==> config.mk <==
export PLATFORM = sky130hd
export DESIGN_NAME = piso_serializer
export DESIGN_NICKNAME = d
export VERILOG_FILES = /design/src/rtl/piso_serializer_pkg.sv /design/src/rtl/piso_serializer.sv
export SDC_FILE = /design/constraint.sdc
export NUM_CORES = 1
export LEC_CHECK = 0
export CAP_MARGIN = 20
export CORE_UTILIZATION = 40
export DETAILED_ROUTE_END_ITERATION = 8
export GPL_TIMING_DRIVEN = 1
export MAX_ROUTING_LAYER = met4
export PLACE_DENSITY = 0.64
export SKIP_LAST_GASP = 1
export SYNTH_ARGS = -nofsm -noshare
export SYNTH_HDL_FRONTEND = slang
export SYNTH_SLANG_ARGS = --single-unit
==> constraint.sdc <==
create_clock -name clk -period 1.28 [get_ports clk]
set_input_delay 0.256 -clock clk [delete_from_list [all_inputs] [get_ports clk]]
set_output_delay 0.256 -clock clk [all_outputs]
set_load 0.03 [all_outputs]
==> src/rtl/piso_serializer_pkg.sv <==
// Shared types and constants for the parallel-in / serial-out serializer.
//   state_e   : FSM encoding (IDLE waits for a word, SHIFT streams it out)
//   DEFAULT_N : default word width
package piso_serializer_pkg;

  typedef enum logic {
    IDLE  = 1'b0,
    SHIFT = 1'b1
  } state_e;

  localparam int DEFAULT_N = 8;

endpackage

==> src/rtl/piso_serializer.sv <==
// Parallel-in / serial-out serializer, MSB first, with a valid/ready load port.
// Ports:
//   clk        - rising-edge clock
//   rst        - synchronous active-high reset
//   pin        - N-bit word offered for loading
//   load_valid - pin holds a word
//   load_ready - word is accepted on this edge if load_valid is also high
//   sout       - serial bit (0 when sout_valid is low)
//   sout_valid - sout is live
//   done       - pulses with bit 0 of each word
//   busy       - a word is being shifted out
// A new word may be taken on the edge that retires bit 0 of the current word,
// so back-to-back words stream with no idle cycle between them.
module piso_serializer
  import piso_serializer_pkg::*;
#(
  parameter int N = DEFAULT_N
) (
  input  logic         clk,
  input  logic         rst,
  input  logic [N-1:0] pin,
  input  logic         load_valid,
  output logic         load_ready,
  output logic         sout,
  output logic         sout_valid,
  output logic         done,
  output logic         busy
);

  localparam int CW = $clog2(N);
  localparam logic [CW-1:0] LAST = CW'(N - 1);

  state_e         state_q;
  logic [N-1:0]   sreg_q;
  logic [CW-1:0]  cnt_q;

  logic shifting, last, handshake;

  assign shifting  = (state_q == SHIFT);
  assign last      = shifting && (cnt_q == LAST);
  assign handshake = load_valid && load_ready;

  // Outputs are pure decodes of registered state; sreg_q[N-1] is always the
  // bit being presented, so no separate output flops are needed.
  assign load_ready = !shifting || last;
  assign sout_valid = shifting;
  assign busy       = shifting;
  assign sout       = shifting & sreg_q[N-1];
  assign done       = last;

  always_ff @(posedge clk) begin
    if (rst) begin
      state_q <= IDLE;
      sreg_q  <= '0;
      cnt_q   <= '0;
    end else if (handshake) begin
      // Covers both IDLE->SHIFT and the last-bit reload (SHIFT->SHIFT).
      state_q <= SHIFT;
      sreg_q  <= pin;
      cnt_q   <= '0;
    end else if (shifting) begin
      if (last) begin
        state_q <= IDLE;
        sreg_q  <= '0;
        cnt_q   <= '0;
      end else begin
        sreg_q <= {sreg_q[N-2:0], 1'b0};
        cnt_q  <= cnt_q + 1'b1;
      end
    end
  end

endmodule

==> results.ini, run 1 <==
[layout]
antennaDiodeCount=0
layout_common_cells=nor2_1 (14), buf_4 (12), clkdlybuf4s50_1 (10)
fin_util_pct=65.2
fillCellCount=127
drive_gt1_share_pct=47.1
syn_to_final_growth_pct=44.8
fin_cells=126
mostFrequentLayoutCell=nor2_1
postLayoutCellArea_um2=1040
nets=117

[sta]
skew_ps=1.66
min_period_ps=1480
fin_ws_ps=-204
maxSlewHeadroom_pct=82.8
drv_slew=0
fmax_mhz=674
final_hold_viol_count=0
finalSetupViolCount=10
fin_setup_tns_ps=-1450
grt_setup_unrepaired=true
timing.final.crit_share_pct=116
worstMarginPinSlew_ps=259

[die]
die-area_um2=1970
ios=16
dieWidth_um=44.4
initial_core_util_pct=45.1
dieHeight_um=44.4
core_region_area_um2=1590
num_rows=14

[clock_network]
clock-root-buffer=clkbuf_4
insertion_delay_ps=270
cts.htree.levels=1
cts_hold_buf=0
cts-buffers-inserted=3
cts.sinks=12
clk_pin_slew_ps=70
clock_path_buffers=2
cts_tree=built

[yosys]
synth_seq_area_share_pct=33.4
yosysWarnings=0
syn_area_per_cell_um2=9.33
syn_area_um2=718
synthSimpleGateAreaFrac_pct=13.9
synth_top_family_by_area=compound AO/OA/AOI/OAI gates
synth_cell_type_count=23
synth_compound_area_share_pct=34.8
synthAdderAreaFrac_pct=3.48
synth-seq-cells=12
synth_cells=77
synth_mux_area_share_pct=2.79
synthXorXnorAreaFrac_pct=0
syn_nets=90

[status]
outcome=finished, violations left
violations=negative setup slack

[placement]
io_buffers=15
place_area_um2=966
dp_hpwl_mm=1.09
place_congestion=0.711
place_inst=120

[pwr]
p_seq_share_pct=47.3
p_leak_nw=0.451
p_clk_share_pct=26.2
p_sw_w=0.000251
total_power_w=0.000885
swShare_pct=28.3
p_int_w=0.000635
combPwrFrac_pct=26.5
p_per_area_nw_per_um2=851
peakVddDrop_mv=0.568

[worst_setup_path]
cp_slowest_stage_delay_ps=340
path_max_fanout=3
end_kind=primary output
cp_num_buf_inv=1
critPathSlowestCell=dfxtp_2
cp.required_ps=1020
r2r_start=cnt_q[0]$_SDFFE_PP0P_
rr_worst_depth=7
path_cells=ha_4, ha_4, and2_4, buf_6
critical-path-top-delay-family=flip-flops
rr_endpoint=sreg_q[1]$_SDFFE_PP0P_
reg2reg_slack_ps=-160
worstPathArrival_ps=1230
crit_top_cell=ha_4
critPathLaunchType=register
worstSetupPathType=register to primary output

[drt]
drt-total-wl_mm=1.61
top_layer=met4
drc=0
vias=630
antenna_left=0
wl_per_cell_um=12.8
drt_iter0_drc=7
vias_per_cell=5.00
met3_wirelength_um=47
route.met2.wl_um=791
drtPass1Iterations=4
met1_length_um=742

[worst_hold_path]
hold_class=register to register
hold_path.startpoint=sreg_q[7]$_SDFFE_PP0P_
hold_depth=2
hold_end=sreg_q[7]$_SDFFE_PP0P_

[flow_run]
cap_violations=0

[grt]
antenna_found_initial=0
track_usage_pct=19.1
grt_overflow=0
grt_pass1_wl_mm=2.64
grt_pass1_vias=608
grt_max_degree=15

## worst max path at each step
stage | startpoint | end | slack (ps) | cells past startpoint
after global routing | cnt_q[0]$_SDFFE_PP0P_ | load_ready | -230 | 5
after detailed placement | load_valid | sreg_q[1]$_SDFFE_PP0P_ | -190 | 5
final | cnt_q[0]$_SDFFE_PP0P_ | done | -200 | 4
after CTS | cnt_q[1]$_SDFFE_PP0P_ | done | -180 | 4
after floorplan | cnt_q[0]$_SDFFE_PP0P_ | sreg_q[1]$_SDFFE_PP0P_ | 8 | 6
after global placement | load_valid | sreg_q[1]$_SDFFE_PP0P_ | -160 | 5
## logic make-up (layout without fill, tap and decap cells)
logic type | after synthesis | after routing
AOI/OAI and AO/OA | 24 | 24
and+or+nand+nor | 21 | 21
buffers and inverters | 16 | 41
DFF | 12 | 12
adders and majority gates | 2 | 2
muxes | 2 | 2
## stage by stage
step | hold WS [ps] | setup WS, ps
2_1_floorplan | 321 | 7.90
3_3_place_gp | 510 | -157
3_5_place_dp | 520 | -192
4_1_cts | 531 | -183
5_1_grt | 566 | -233
6_report | 525 | -204
## what timing repair did
action | in CTS | in global routing
pin swaps | 3 | 3
endpoints found under the setup margin | 12 | 14
resized for setup | 10 | 2
setup buffers | 2 | 2
## power groups by stage
stage / combinational (W) / clock [W] / sequential, W
after global placement: 0.000212 / 0 / 0.000429
after CTS: 0.000225 / 0.000236 / 0.000422
final: 0.000234 / 0.000232 / 0.000419
after global routing: 0.000254 / 0.000254 / 0.000422
after floorplan: 0.000127 / 0 / 0.000427
after detailed placement: 0.000215 / 0 / 0.000430
## worst reg2reg max path, delay by kind of cell, from the launching register on
family	cells	cell delay, ps
DFF	1	340
buffers and inverters	2	240
AOI/OAI and AO/OA	2	250
adders and majority gates	2	340
and+or+nand+nor	1	170
## cells in the mapped netlist
cell | instances | area share [%]
inv_2 | 1 | 0.52
buf_4 | 1 | 1.0
a211oi_2 | 7 | 12
buf_2 | 2 | 1.4
a21o_1 | 5 | 5.2
ha_1 | 2 | 3.5
a21o_2 | 2 | 2.4
nand2_1 | 1 | 0.52
a22oi_2 | 6 | 10
nor2_1 | 14 | 7.3
o21a_1 | 1 | 1.0
buf_6 | 2 | 3.1
nor2b_4 | 1 | 1.9
and2_1 | 3 | 2.6
o32a_1 | 1 | 1.4
a22oi_1 | 2 | 2.1
clkbuf_2 | 1 | 0.70
nand3_1 | 1 | 0.70
or2_1 | 1 | 0.87
inv_1 | 8 | 4.2
mux2i_1 | 2 | 2.8
dfxtp_1 | 12 | 33
buf_1 | 1 | 0.52
## cell type report
| class | instances | area (um^2) | area share [%] |
|---|---|---|---|
| Clock buffer | 3 | 22.5 | 2.17 |
| Inverter | 9 | 33.8 | 3.25 |
| Multi-Input combinational cell | 49 | 435 | 41.9 |
| Sequential cell | 12 | 246 | 23.7 |
| Tap cell | 24 | 30.0 | 2.89 |
| Timing Repair Buffer | 29 | 272 | 26.1 |
## routing by layer
metal  global-route usage, %  up-vias
met1                    24.3      298
li1                        -      314
met2                    28.8       14
met5                       -        -
met4                    10.9        0
met3                    2.86        4
## registers in the layout, summed over array words and instances (netlist names)
register and cells:
cnt_q 3, busy 1, sreg_q 8
Power figures use the tool's default switching activity.
==> inputs of run 2 (changes only) <==
SLEW_MARGIN = 25   (was unset)
==> results of run 2 <==
Same layout as run 1: the final DEF is identical, and so are final timing and power.
==> inputs of run 3 (changes only) <==
ABC_CLOCK_PERIOD_IN_PS = 1280   (was unset)
CORE_UTILIZATION = 30   (was 40)
PLACE_DENSITY = 0.5   (was 0.64)
TNS_END_PERCENT = 30   (was unset)
==> run 3 against run 2 <==
  * The flow still finishes with violations (negative setup slack)
  * Clock power up 32%
  * Highest routed layer unchanged
  * Sequential power shrank 1%
  * Cell count rose by 2.4%
  * Largest cell class unchanged
  * Power increased by 5.7%
==> results.ini, run 3 (synthesis results as in run 1) <==
[worst_setup_path]
cp-endpoint=done
rr_endpoint=sreg_q[7]$_SDFFE_PP0P_
reg2reg_slack_ps=-230
worstSetupPathType=register to primary output
end_kind=primary output
startpoint=cnt_q[0]$_SDFFE_PP0P_
worstPathArrival_ps=1320
path_max_fanout=2
r2r_start=cnt_q[0]$_SDFFE_PP0P_
cp.required_ps=1020
rr_worst_depth=8
critPathLaunchType=register

[sta]
fin_ws_ps=-299
fmax_mhz=633
grt_setup_unrepaired=true
maxSlewHeadroom_pct=81.6
final_hold_viol_count=0
skew_ps=5.16
whs_ps=523
min_period_ps=1580
timing.final.crit_share_pct=123
drv_slew=0
finalSetupViolCount=11
worstMarginPinSlew_ps=276

[die]
dieWidth_um=50.9
dieHeight_um=50.9
core_region_area_um2=2230
initial_core_util_pct=32.2
num_rows=17
die-area_um2=2590
ios=16

[status]
violations=negative setup slack
outcome=finished, violations left

[drt]
vias_per_cell=4.60
wl_per_cell_um=11.5
drtPass1Iterations=2
drt-total-wl_mm=1.48
drc=0
drt_iter0_drc=5
vias=593
antenna_left=0

[grt]
track_usage_pct=14.1
grt_pass1_vias=608
grt_pass1_wl_mm=2.61
antenna_found_initial=0
grt_overflow=0
grt_max_degree=17

[clock_network]
clk_pin_slew_ps=80
cts-buffers-inserted=3
clock-root-buffer=clkbuf_4
insertion_delay_ps=270
clock_path_buffers=2
cts.htree.levels=1
cts_tree=built
cts.sinks=12

[placement]
io_buffers=15
place_congestion=0.708
dp_hpwl_mm=1.04
detailedPlace.worstSlack_ps=-385

[layout]
drive_gt1_share_pct=45.5
nets=115
mostFrequentLayoutCell=nor2_1
largest_reg_flops=8
regArea_um2=244
fillCellCount=241
layout_common_cells=nor2_1 (14), buf_4 (12), clkdlybuf4s50_1 (10)
largest_register=sreg_q
antennaDiodeCount=0
syn_to_final_growth_pct=43.2
multi_input_area_um2=430

[flow_run]
cap_violations=0

[worst_hold_path]
hold_depth=2
hold_class=register to register

[pwr]
p_leak_nw=0.445
p_per_area_nw_per_um2=910
total_power_w=0.000936
peakVddDrop_mv=0.510

[run 3: worst min path at each step]
| stage | start | to | slack (ps) |
|---|---|---|---|
| floorplan | rst | sreg_q[4]$_SDFFE_PP0P_ | 320 |
| global placement | cnt_q[2]$_SDFFE_PP0P_ | cnt_q[2]$_SDFFE_PP0P_ | 500 |
| detailed placement | cnt_q[2]$_SDFFE_PP0P_ | cnt_q[2]$_SDFFE_PP0P_ | 500 |
| CTS | sreg_q[7]$_SDFFE_PP0P_ | sreg_q[7]$_SDFFE_PP0P_ | 530 |
| global route | sreg_q[7]$_SDFFE_PP0P_ | sreg_q[7]$_SDFFE_PP0P_ | 560 |
| finish | sreg_q[7]$_SDFFE_PP0P_ | sreg_q[7]$_SDFFE_PP0P_ | 520 |
[run 3: critical path: stages (launching register included)]
cell     delay, ps
dfxtp_2        340
ha_4           160
ha_4           160
buf_6          110
and2_4         140
buf_6          130
[run 3: power by group]
group          switching [W]  internal (W)
logic               0.000102      0.000112
registers          0.0000159      0.000399
clock network       0.000134      0.000173
total               0.000252      0.000684
[run 3: per-layer routing]
metal / track usage [%] / routed length (um) / vias up
met4: 9.72 / 17 / 0
li1: - / - / 308
met2: 21.7 / 704 / 9
met3: 1.79 / 45 / 2
met1: 17.0 / 714 / 274
met5: - / 0 / -
[run 3: repair_timing]
action	in CTS	in global routing
setup endpoints to repair	12	13
endpoints found under the hold margin	0	0
cloned	0	0
buffers inserted	1	0
hold buffers	0	0
gates resized for setup	15	0
pin swaps	3	1
[run 3: cell type report]
| type | count | area share (%) |
|---|---|---|
| multi-input combinational | 49 | 41.8 |
| sequential | 12 | 23.7 |
| inverter | 9 | 3.28 |
| tap | 28 | 3.41 |
| timing repair buffer | 27 | 24.2 |
| clock buffer | 4 | 3.53 |
[run 3: metrics by stage]
stage	instances	area, um^2	utilization (%)	setup TNS (ps)
3_3_place_gp	124	948	42.5	-1890
6_report	129	1030	46.1	-2290
3_5_place_dp	124	948	42.5	-2120
5_1_grt	129	1030	46.1	-2850
2_1_floorplan	77	727	-	-88.0
4_1_cts	129	1030	46.1	-2380
